[config.mk]
export PLATFORM = sky130hd
export DESIGN_NAME = csd_seq_ctrl
export DESIGN_NICKNAME = d
export VERILOG_FILES = /design/src/rtl/csd_seq_ctrl.sv
export SDC_FILE = /design/constraint.sdc
export NUM_CORES = 1
export LEC_CHECK = 0
export ABC_CLOCK_PERIOD_IN_PS = 2100
export CORE_UTILIZATION = 40
export CTS_CLUSTER_DIAMETER = 120
export DETAILED_ROUTE_END_ITERATION = 12
export GPL_ROUTABILITY_DRIVEN = 0
export PLACE_DENSITY_LB_ADDON = 0.3
export SLEW_MARGIN = 15
export SYNTH_ARGS = -nofsm -noshare
export SYNTH_HDL_FRONTEND = slang
export SYNTH_SLANG_ARGS = --single-unit
[constraint.sdc]
create_clock -name clk -period 2.1 [get_ports clk]
set_input_delay 0.63 -clock clk [delete_from_list [all_inputs] [get_ports clk]]
set_output_delay 0.63 -clock clk [all_outputs]
set_load 0.01 [all_outputs]
[src/rtl/csd_seq_ctrl.sv]
//----------------------------------------------------------------------------
// Module   : csd_seq_ctrl
// Purpose  : Sequencing FSM for the CSD-pattern datapath. Scans the CSD
//            memory for +1 digits, stores the first K_COUNT hit indices in
//            K memory, reloads them into the K registers, fetches the CSD
//            digits they address and latches the datapath result flags.
// Revision : 1.0 - initial release
//----------------------------------------------------------------------------
`default_nettype none

module csd_seq_ctrl #(
  parameter logic [3:0]  SCAN_LAST = 4'd15,
  parameter int unsigned K_COUNT   = 4
) (
  input  logic       clk,
  input  logic       reset,
  input  logic       go,
  input  logic       Zcsd,
  input  logic       Zcnt,
  input  logic       Zk,
  input  logic       ZCsdK,
  output logic       start,
  output logic       weCsd,
  output logic       reCsd,
  output logic       weK,
  output logic       reK,
  output logic       Load,
  output logic       enable,
  output logic       loadCnt,
  output logic       enCnt,
  output logic [3:0] sel_i,
  output logic       kSel,
  output logic       selSaveK,
  output logic       busy,
  output logic       done,
  output logic       found,
  output logic       kGap,
  output logic       csdSym
);

  localparam logic [3:0] SEL_LAST = 4'(K_COUNT);

  typedef enum logic [3:0] {
    IDLE  = 4'd0,
    INIT  = 4'd1,
    S_RD  = 4'd2,
    S_CHK = 4'd3,
    S_INC = 4'd4,
    S_WR  = 4'd5,
    K_CLR = 4'd6,
    K_INC = 4'd7,
    K_RD  = 4'd8,
    K_CAP = 4'd9,
    F_RD  = 4'd10,
    F_CAP = 4'd11,
    EVAL  = 4'd12,
    DONE  = 4'd13
  } state_t;

  state_t     state_q;
  logic [3:0] s_q;
  logic [3:0] sel_q;
  logic       found_q;
  logic       kgap_q;
  logic       csdsym_q;

  // A scan step may advance only while the scan index has not reached the end
  logic       scan_more;
  assign scan_more = (s_q != SCAN_LAST);

  // State walk, scan index, fetch address select and latched results
  always_ff @(posedge clk) begin
    if (reset) begin
      state_q  <= IDLE;
      s_q      <= 4'd0;
      sel_q    <= 4'd0;
      found_q  <= 1'b0;
      kgap_q   <= 1'b0;
      csdsym_q <= 1'b0;
    end else begin
      case (state_q)
        IDLE:  if (go) state_q <= INIT;
        INIT: begin
          s_q     <= 4'd0;
          sel_q   <= 4'd0;
          state_q <= S_RD;
        end
        S_RD:  state_q <= S_CHK;
        S_CHK: begin
          if (Zcsd) begin
            state_q <= S_INC;
          end else if (scan_more) begin
            s_q     <= s_q + 4'd1;
            state_q <= S_RD;
          end else begin
            // Scan exhausted without enough hits: report a clean failure
            found_q  <= 1'b0;
            kgap_q   <= 1'b0;
            csdsym_q <= 1'b0;
            state_q  <= DONE;
          end
        end
        S_INC: state_q <= S_WR;
        S_WR: begin
          // A full hit count wins even on the last scanned address
          if (Zcnt) begin
            state_q <= K_CLR;
          end else if (scan_more) begin
            s_q     <= s_q + 4'd1;
            state_q <= S_RD;
          end else begin
            found_q  <= 1'b0;
            kgap_q   <= 1'b0;
            csdsym_q <= 1'b0;
            state_q  <= DONE;
          end
        end
        K_CLR: state_q <= K_INC;
        K_INC: state_q <= K_RD;
        K_RD:  state_q <= K_CAP;
        K_CAP: begin
          if (Zcnt) begin
            sel_q   <= 4'd1;
            state_q <= F_RD;
          end else begin
            state_q <= K_INC;
          end
        end
        F_RD:  state_q <= F_CAP;
        F_CAP: begin
          if (sel_q == SEL_LAST) begin
            sel_q   <= 4'd0;
            state_q <= EVAL;
          end else begin
            sel_q   <= sel_q + 4'd1;
            state_q <= F_RD;
          end
        end
        EVAL: begin
          kgap_q   <= Zk;
          csdsym_q <= ZCsdK;
          found_q  <= 1'b1;
          state_q  <= DONE;
        end
        DONE:    state_q <= IDLE;
        default: state_q <= IDLE;
      endcase
    end
  end

  // Datapath strobes decoded from the state register; enable also looks at the scan outcome
  always_comb begin
    reCsd   = 1'b0;
    weK     = 1'b0;
    reK     = 1'b0;
    Load    = 1'b0;
    enable  = 1'b0;
    loadCnt = 1'b0;
    enCnt   = 1'b0;
    case (state_q)
      INIT: begin
        Load    = 1'b1;
        loadCnt = 1'b1;
      end
      S_RD:  reCsd = 1'b1;
      S_CHK: enable = ~Zcsd & scan_more;
      S_INC: enCnt = 1'b1;
      S_WR: begin
        weK    = 1'b1;
        enable = ~Zcnt & scan_more;
      end
      K_CLR: loadCnt = 1'b1;
      K_INC: enCnt = 1'b1;
      K_RD:  reK = 1'b1;
      F_RD:  reCsd = 1'b1;
      default: ;
    endcase
  end

  assign start    = (state_q != IDLE) && (state_q != DONE);
  assign busy     = (state_q != IDLE);
  assign done     = (state_q == DONE);
  assign weCsd    = 1'b0;
  assign kSel     = 1'b0;
  assign selSaveK = 1'b0;
  assign sel_i    = sel_q;
  assign found    = found_q;
  assign kGap     = kgap_q;
  assign csdSym   = csdsym_q;

endmodule

`default_nettype wire

==> qor.csv, run 1 <==
stage,metric,value,unit
floorplanning,core area,2450,um2
placement,HPWL Detailed,2060,um
global_routing,largest net degree at the start of global routing,20,
sta,post-route minimum period,2.17,ns
routing,DR pass1 iterations,6,
floorplanning,row cnt,18,
cells_and_area,share of layout cells above drive strength 1,36.7,%
outcome,failing checks,negative setup slack,
min_path,worst hold path type,flop to flop,
sta,endpoints failing hold,0,
floorplanning,Die W,52.8,um
global_routing,initial antenna violation count,0,
setup_path,CP max stage delay,0.35,ns
clocking,"CTS clk-pin slew, worst paths",0.10,ns
yosys,"EDFF count, synth",0,
clocking,CTS Hold Buffers Added,0,
yosys,post-synthesis async set-or-reset flop share,0,%
yosys,dominant synthesized flop cell,dfxtp_1,
clocking,"Clk Latency, worst-skew pair",0.28,ns
yosys,synthesized area,1030,um2
power,Power per Cell Area,477,nW/um2
cells_and_area,Diodes inserted,0,
clocking,CTS tree,done,
placement,PortBufs,23,
cells_and_area,Fillers,233,
setup_path,Critical Path Source Type,flop,
sta,final worst-path cycle share,103,%
cells_and_area,Synth-to-Final Area Change,43.0,%
setup_path,Reg-to-Reg Start,state_q[1],
cells_and_area,Nets,180,
yosys,syn_area_per_cell,8.12,um2
floorplanning,I/O pin total,27,
power,Power Total,704,uW
routing,drt drc,0,
setup_path,kind of critical path,flop to primary output,
flow_run,maxcap violations,0,
global_routing,Global Route Usage Sum,20.7,%
setup_path,critical path required time,1.47,ns
global_routing,vias in the first global route,989,
setup_path,worst-path fanout max,3,
setup_path,CP arrival,1.54,ns
setup_path,R2R Path End,sel_i[2],
clocking,CTS root buffer,clkbuf_4,
yosys,#FFs+latches synth,15,
routing,WL per Instance,13.5,um
yosys,Cells after Synth,127,
sta,Fmax,460,MHz
clocking,TritonCTS Sinks,15,
setup_path,Critical Path Sink,start,
sta,clk_skew,0.00327,ns
setup_path,R2R Setup Slk,0.43,ns
yosys,register area share after synthesis,29.1,%
setup_path,"Critical Path, Cell by Cell",buf_6 > or2_4 > or3_4 > o21a_1 > buf_2,
yosys,Cell variety after synth,52,
routing,vias per cell,5.52,
power,maximum vdd ir drop,0.000382,V
routing,Routed Antenna Nets,0,
placement,pre-CTS setup slack,-0.850,ns
routing,DR vias,1099,
global_routing,first-pass GRT wire length,4260,um
sta,Max Slew Vio Count,0,
yosys,YS warnings,0,
yosys,dominant cells by area after synthesis,"dfxtp_1 (29%), a21oi_1 (5.8%), nor2_1 (4.0%), ha_1 (3.6%), nand4b_1 (2.5%)",
setup_path,crit path max-delay cell type,dfxtp_2,
floorplanning,die height,52.8,um
setup_path,Worst Setup End Kind,primary output,
routing,1st-iter DRT viols,23,
clocking,Clock Path Buffers,2,
global_routing,GRT overflow,0,
routing,final wirelength,2690,um
sta,RSZ-0062 raised after global routing,yes,
clocking,Num CTS Buffers,3,
yosys,Yosys top cell by area,dfxtp_1,
power,Pleak,0.604,nW
outcome,outcome,finished with violations,
floorplanning,die area,2780,um2
yosys,Yosys top cell area share,29.1,%
sta,Final setup viols,2,
setup_path,R2R depth,6,
floorplanning,initial core utilization,42.0,%
clocking,H-tree levels,1,
setup_path,Critical Path Start,state_q[1],
sta,setup ws final,-0.0725,ns
==> cell families (layout without fill, tap and decap cells) <==
kind of cell	Yosys count	count (layout)	synth area share, %
AND/OR/NAND/NOR	55	55	32.8
AO/OA/AOI/OAI	35	35	23.5
buffers and inverters	16	56	8.13
flip-flops	15	15	29.1
adder cells (fa/ha/maj)	3	3	3.64
multiplexers	2	2	2.43
other	1	3	0.364
==> placed cells by master (no fill, tap or decap), types with 3 or more instances in the layout <==
| master | synthesis | final |
|---|---|---|
| dfxtp_1 | 15 | 13 |
| nand4b_1 | 3 | 3 |
| buf_4 | 3 | 18 |
| nand2_1 | 6 | 5 |
| o21ai_0 | 3 | 3 |
| nor3_1 | 5 | 4 |
| buf_2 | 4 | 9 |
| ha_1 | 3 | 3 |
| inv_1 | 5 | 4 |
| conb_1 | 1 | 3 |
| nand2b_1 | 4 | 4 |
| nand3_1 | 3 | 3 |
| nor2_1 | 11 | 8 |
| clkbuf_4 | 0 | 3 |
| clkdlybuf4s50_1 | 0 | 11 |
| buf_6 | 1 | 7 |
| a31oi_1 | 4 | 4 |
| a21oi_1 | 12 | 12 |
==> Yosys cell counts, types with 2 or more instances <==
cell and n:
or3b_1 3, nor3_1 5, nand4b_1 3, inv_1 5, a211oi_1 2, buf_4 3, buf_2 4, nor3b_1 2
nand2_1 6, clkbuf_1 2, and3_1 2, ha_1 3, a21oi_1 12, nor2_1 11, nand2b_1 4, dfxtp_1 15
a32o_1 2, nand3_1 3, nor2b_1 2, o21ai_0 3, a31oi_1 4
==> worst min path at each step <==
stage	slack, ns	endpoint	from	cells after the start
floorplan	0.50	s_q[2]	s_q[2]	1
CTS	0.51	found	found	1
global placement	0.48	found	found	1
global route	0.54	found	found	1
finish	0.51	found	found	1
detailed placement	0.49	found	found	1
==> critical path, delay by kind of cell, from the launching register on <==
kind                   cells  cell delay, ns
buffers and inverters      2            0.25
flip-flops                 1            0.35
AND/OR/NAND/NOR            2            0.56
AO/OA/AOI/OAI              1            0.10
==> power by group <==
group / switching [mW] / total [mW] / internal, mW
Sequential: 0.00957 / 0.303 / 0.293
Clock: 0.101 / 0.172 / 0.0707
Combinational: 0.105 / 0.229 / 0.125
Total: 0.215 / 0.704 / 0.488
==> per-stage QoR <==
stage	hold WS (ns)	setup TNS [ns]	area, um2	util [%]	std cells
2_1_floorplan	0.497	0	1040	-	129
3_3_place_gp	0.478	-2.59	1420	57.9	195
3_5_place_dp	0.493	-2.76	1420	57.9	195
4_1_cts	0.514	-0.179	1430	58.3	199
5_1_grt	0.542	-0.430	1470	60.0	199
6_report	0.509	-0.143	1470	60.0	199
==> state kept, by name (all words and copies together), names as in the netlist <==
register / cells
s_q: 4
csdSym: 1
found: 1
sel_i: 4
kGap: 1
state_q: 4
==> layer usage <==
metal	up-vias	track usage (%)	wire length [um]
met2	29	32.7	1330
li1	547	-	-
met5	-	0	0
met4	0	8.33	11
met1	521	27.8	1240
met3	2	2.90	107
==> repair_timing <==
item / CTS / global route
pin swaps: 5 / 3
buffers inserted: 1 / 0
endpoints found under the setup margin: 10 / 10
resized for setup: 56 / 13
==> cell type report <==
type | instances | area [um2] | area share, %
sequential | 15 | 303 | 20.5
tap | 30 | 37.5 | 2.55
clock buffer | 3 | 22.5 | 1.53
multi-input combinational | 98 | 693 | 47.0
timing repair buffer | 47 | 394 | 26.7
inverter | 5 | 18.8 | 1.27
clock inverter | 1 | 5.00 | 0.340
No activity file was read; power rests on OpenSTA's default activity.
==> run 2: changes to the inputs <==
SKIP_CTS_REPAIR_TIMING = 1   (was default)
==> qor.csv, run 2 (synthesis gave the netlist of run 1 again) <==
stage,metric,value,unit
cells_and_area,Final Cell Area,1470,um2
global_routing,initial antenna violation count,0,
clocking,CTS tree,done,
setup_path,CP arrival,1.55,ns
floorplanning,Die W,52.8,um
sta,final worst-path cycle share,104,%
power,Power per Cell Area,480,nW/um2
floorplanning,die area,2780,um2
setup_path,R2R depth,7,
flow_run,maxcap violations,0,
cells_and_area,"Core Util, Final",59.8,%
setup_path,Worst Setup End Kind,primary output,
sta,Fmax,459,MHz
clocking,Clock Path Buffers,2,
setup_path,"Critical Path, Cell by Cell",buf_6 > or2_4 > or3_4 > o21a_1 > clkbuf_2,
cells_and_area,Synth-to-Final Area Change,42.5,%
cells_and_area,"commonest non-fill, non-tap cell in the layout",buf_4,
power,combinational share of power,32.6,%
power,Net Sw Power,215,uW
min_path,hold path cells,1,
placement,PortBufs,23,
routing,1st-iter DRT viols,24,
cells_and_area,share of layout cells above drive strength 1,34.7,%
setup_path,crit path max-delay cell type,dfxtp_2,
power,Sw Ratio,30.5,%
cells_and_area,Diodes inserted,0,
setup_path,WP buf/inv,2,
global_routing,vias in the first global route,978,
setup_path,worst-path fanout max,3,
global_routing,Global Route Usage Sum,20.5,%
sta,setup ws final,-0.0783,ns
floorplanning,I/O pin total,27,
setup_path,WP depth,5,
min_path,worst hold path type,flop to flop,
power,Int Pwr,490,uW
outcome,outcome,finished with violations,
routing,drt drc,0,
cells_and_area,Fillers,231,
outcome,failing checks,negative setup slack,
routing,DR pass1 iterations,4,
routing,final wirelength,2710,um
sta,endpoints failing hold,0,
setup_path,critical path required time,1.47,ns
clocking,CTS root buffer,clkbuf_4,
clocking,"Clk Latency, worst-skew pair",0.28,ns
routing,Routed Antenna Nets,0,
clocking,H-tree levels,1,
power,Clk pwr share,24.6,%
setup_path,cell family with most CP delay,simple AND/OR/NAND/NOR gates,
routing,DR vias,1104,
sta,Max Slew Vio Count,0,
clocking,TritonCTS Sinks,15,
cells_and_area,Nets,181,
floorplanning,core area,2450,um2
global_routing,first-pass GRT wire length,4240,um
power,Power Total,705,uW
setup_path,CP max stage delay,0.35,ns
floorplanning,initial core utilization,42.0,%
clocking,Num CTS Buffers,3,
floorplanning,die height,52.8,um
sta,clk_skew,0.00390,ns
setup_path,kind of critical path,flop to primary output,
cells_and_area,footprint of the multi-input gates,683,um2
power,Seq pwr share,42.8,%
global_routing,GRT overflow,0,
sta,post-route minimum period,2.18,ns
power,Pleak,0.630,nW
sta,WHS,0.513,ns
routing,WL per Instance,13.5,um
sta,Final setup viols,2,
power,maximum vdd ir drop,0.000374,V
cells_and_area,sequential cell area,302,um2
placement,HPWL Detailed,2060,um
clocking,"CTS clk-pin slew, worst paths",0.10,ns
global_routing,largest net degree at the start of global routing,20,
setup_path,Critical Path Source Type,flop,
placement,Placement Cell Area,1420,um2
routing,vias per cell,5.52,
sta,RSZ-0062 raised after global routing,yes,
cells_and_area,"commonest cells after routing, fill and taps aside","buf_4 (22), dfxtp_1 (14), a21oi_1 (12)",
placement,pre-CTS setup slack,-0.850,ns
floorplanning,row cnt,18,
## run 2: changes by cell type in the layout (fill, tap and decap cells not counted), sizes merged
| cell | before | now |
|---|---|---|
| buf | 35 | 31 |
| clkbuf | 3 | 7 |
| dlymetal6s2s | 0 | 2 |
| clkdlybuf4s15 | 1 | 0 |
## run 2: area by class of cell
| cell class | count | share of cell area (%) |
|---|---|---|
| clock buffer | 3 | 1.53 |
| clock inverter | 1 | 0.341 |
| inverter | 5 | 1.28 |
| multi-input combinational | 98 | 46.5 |
| sequential | 15 | 20.5 |
| tap | 30 | 2.56 |
| timing repair buffer | 48 | 27.3 |
## run 2: power groups by stage
stage          sequential, mW  clock, mW  combinational (mW)
2_1_floorplan           0.307          0               0.112
3_3_place_gp            0.307          0               0.213
3_5_place_dp            0.307          0               0.218
4_1_cts                 0.301      0.176               0.220
5_1_grt                 0.303      0.193               0.247
6_report                0.302      0.173               0.230
## run 2: through the flow
stage | cells | setup TNS (ns)
2_1_floorplan | 129 | 0
3_3_place_gp | 195 | -2.59
3_5_place_dp | 195 | -2.76
4_1_cts | 199 | -4.53
5_1_grt | 200 | -0.366
6_report | 200 | -0.140
## run 2: worst paths after layout
kind                   start       end  slack [ns]
hold / removal         found     found        0.51
hold reg to reg        found     found        0.51
setup reg to reg  state_q[1]  sel_i[2]        0.30
setup / recovery  state_q[1]     start       -0.08
## run 2: layer usage
metal / share of wire [%] / routed length, um / up-vias / GRT usage [%]
li1: - / - / 547 / -
met1: 45 / 1210 / 524 / 27.9
met2: 50 / 1340 / 31 / 32.3
met3: 5.4 / 146 / 2 / 2.90
met4: 0.41 / 11 / 0 / 7.46
met5: 0 / 0 / - / 0
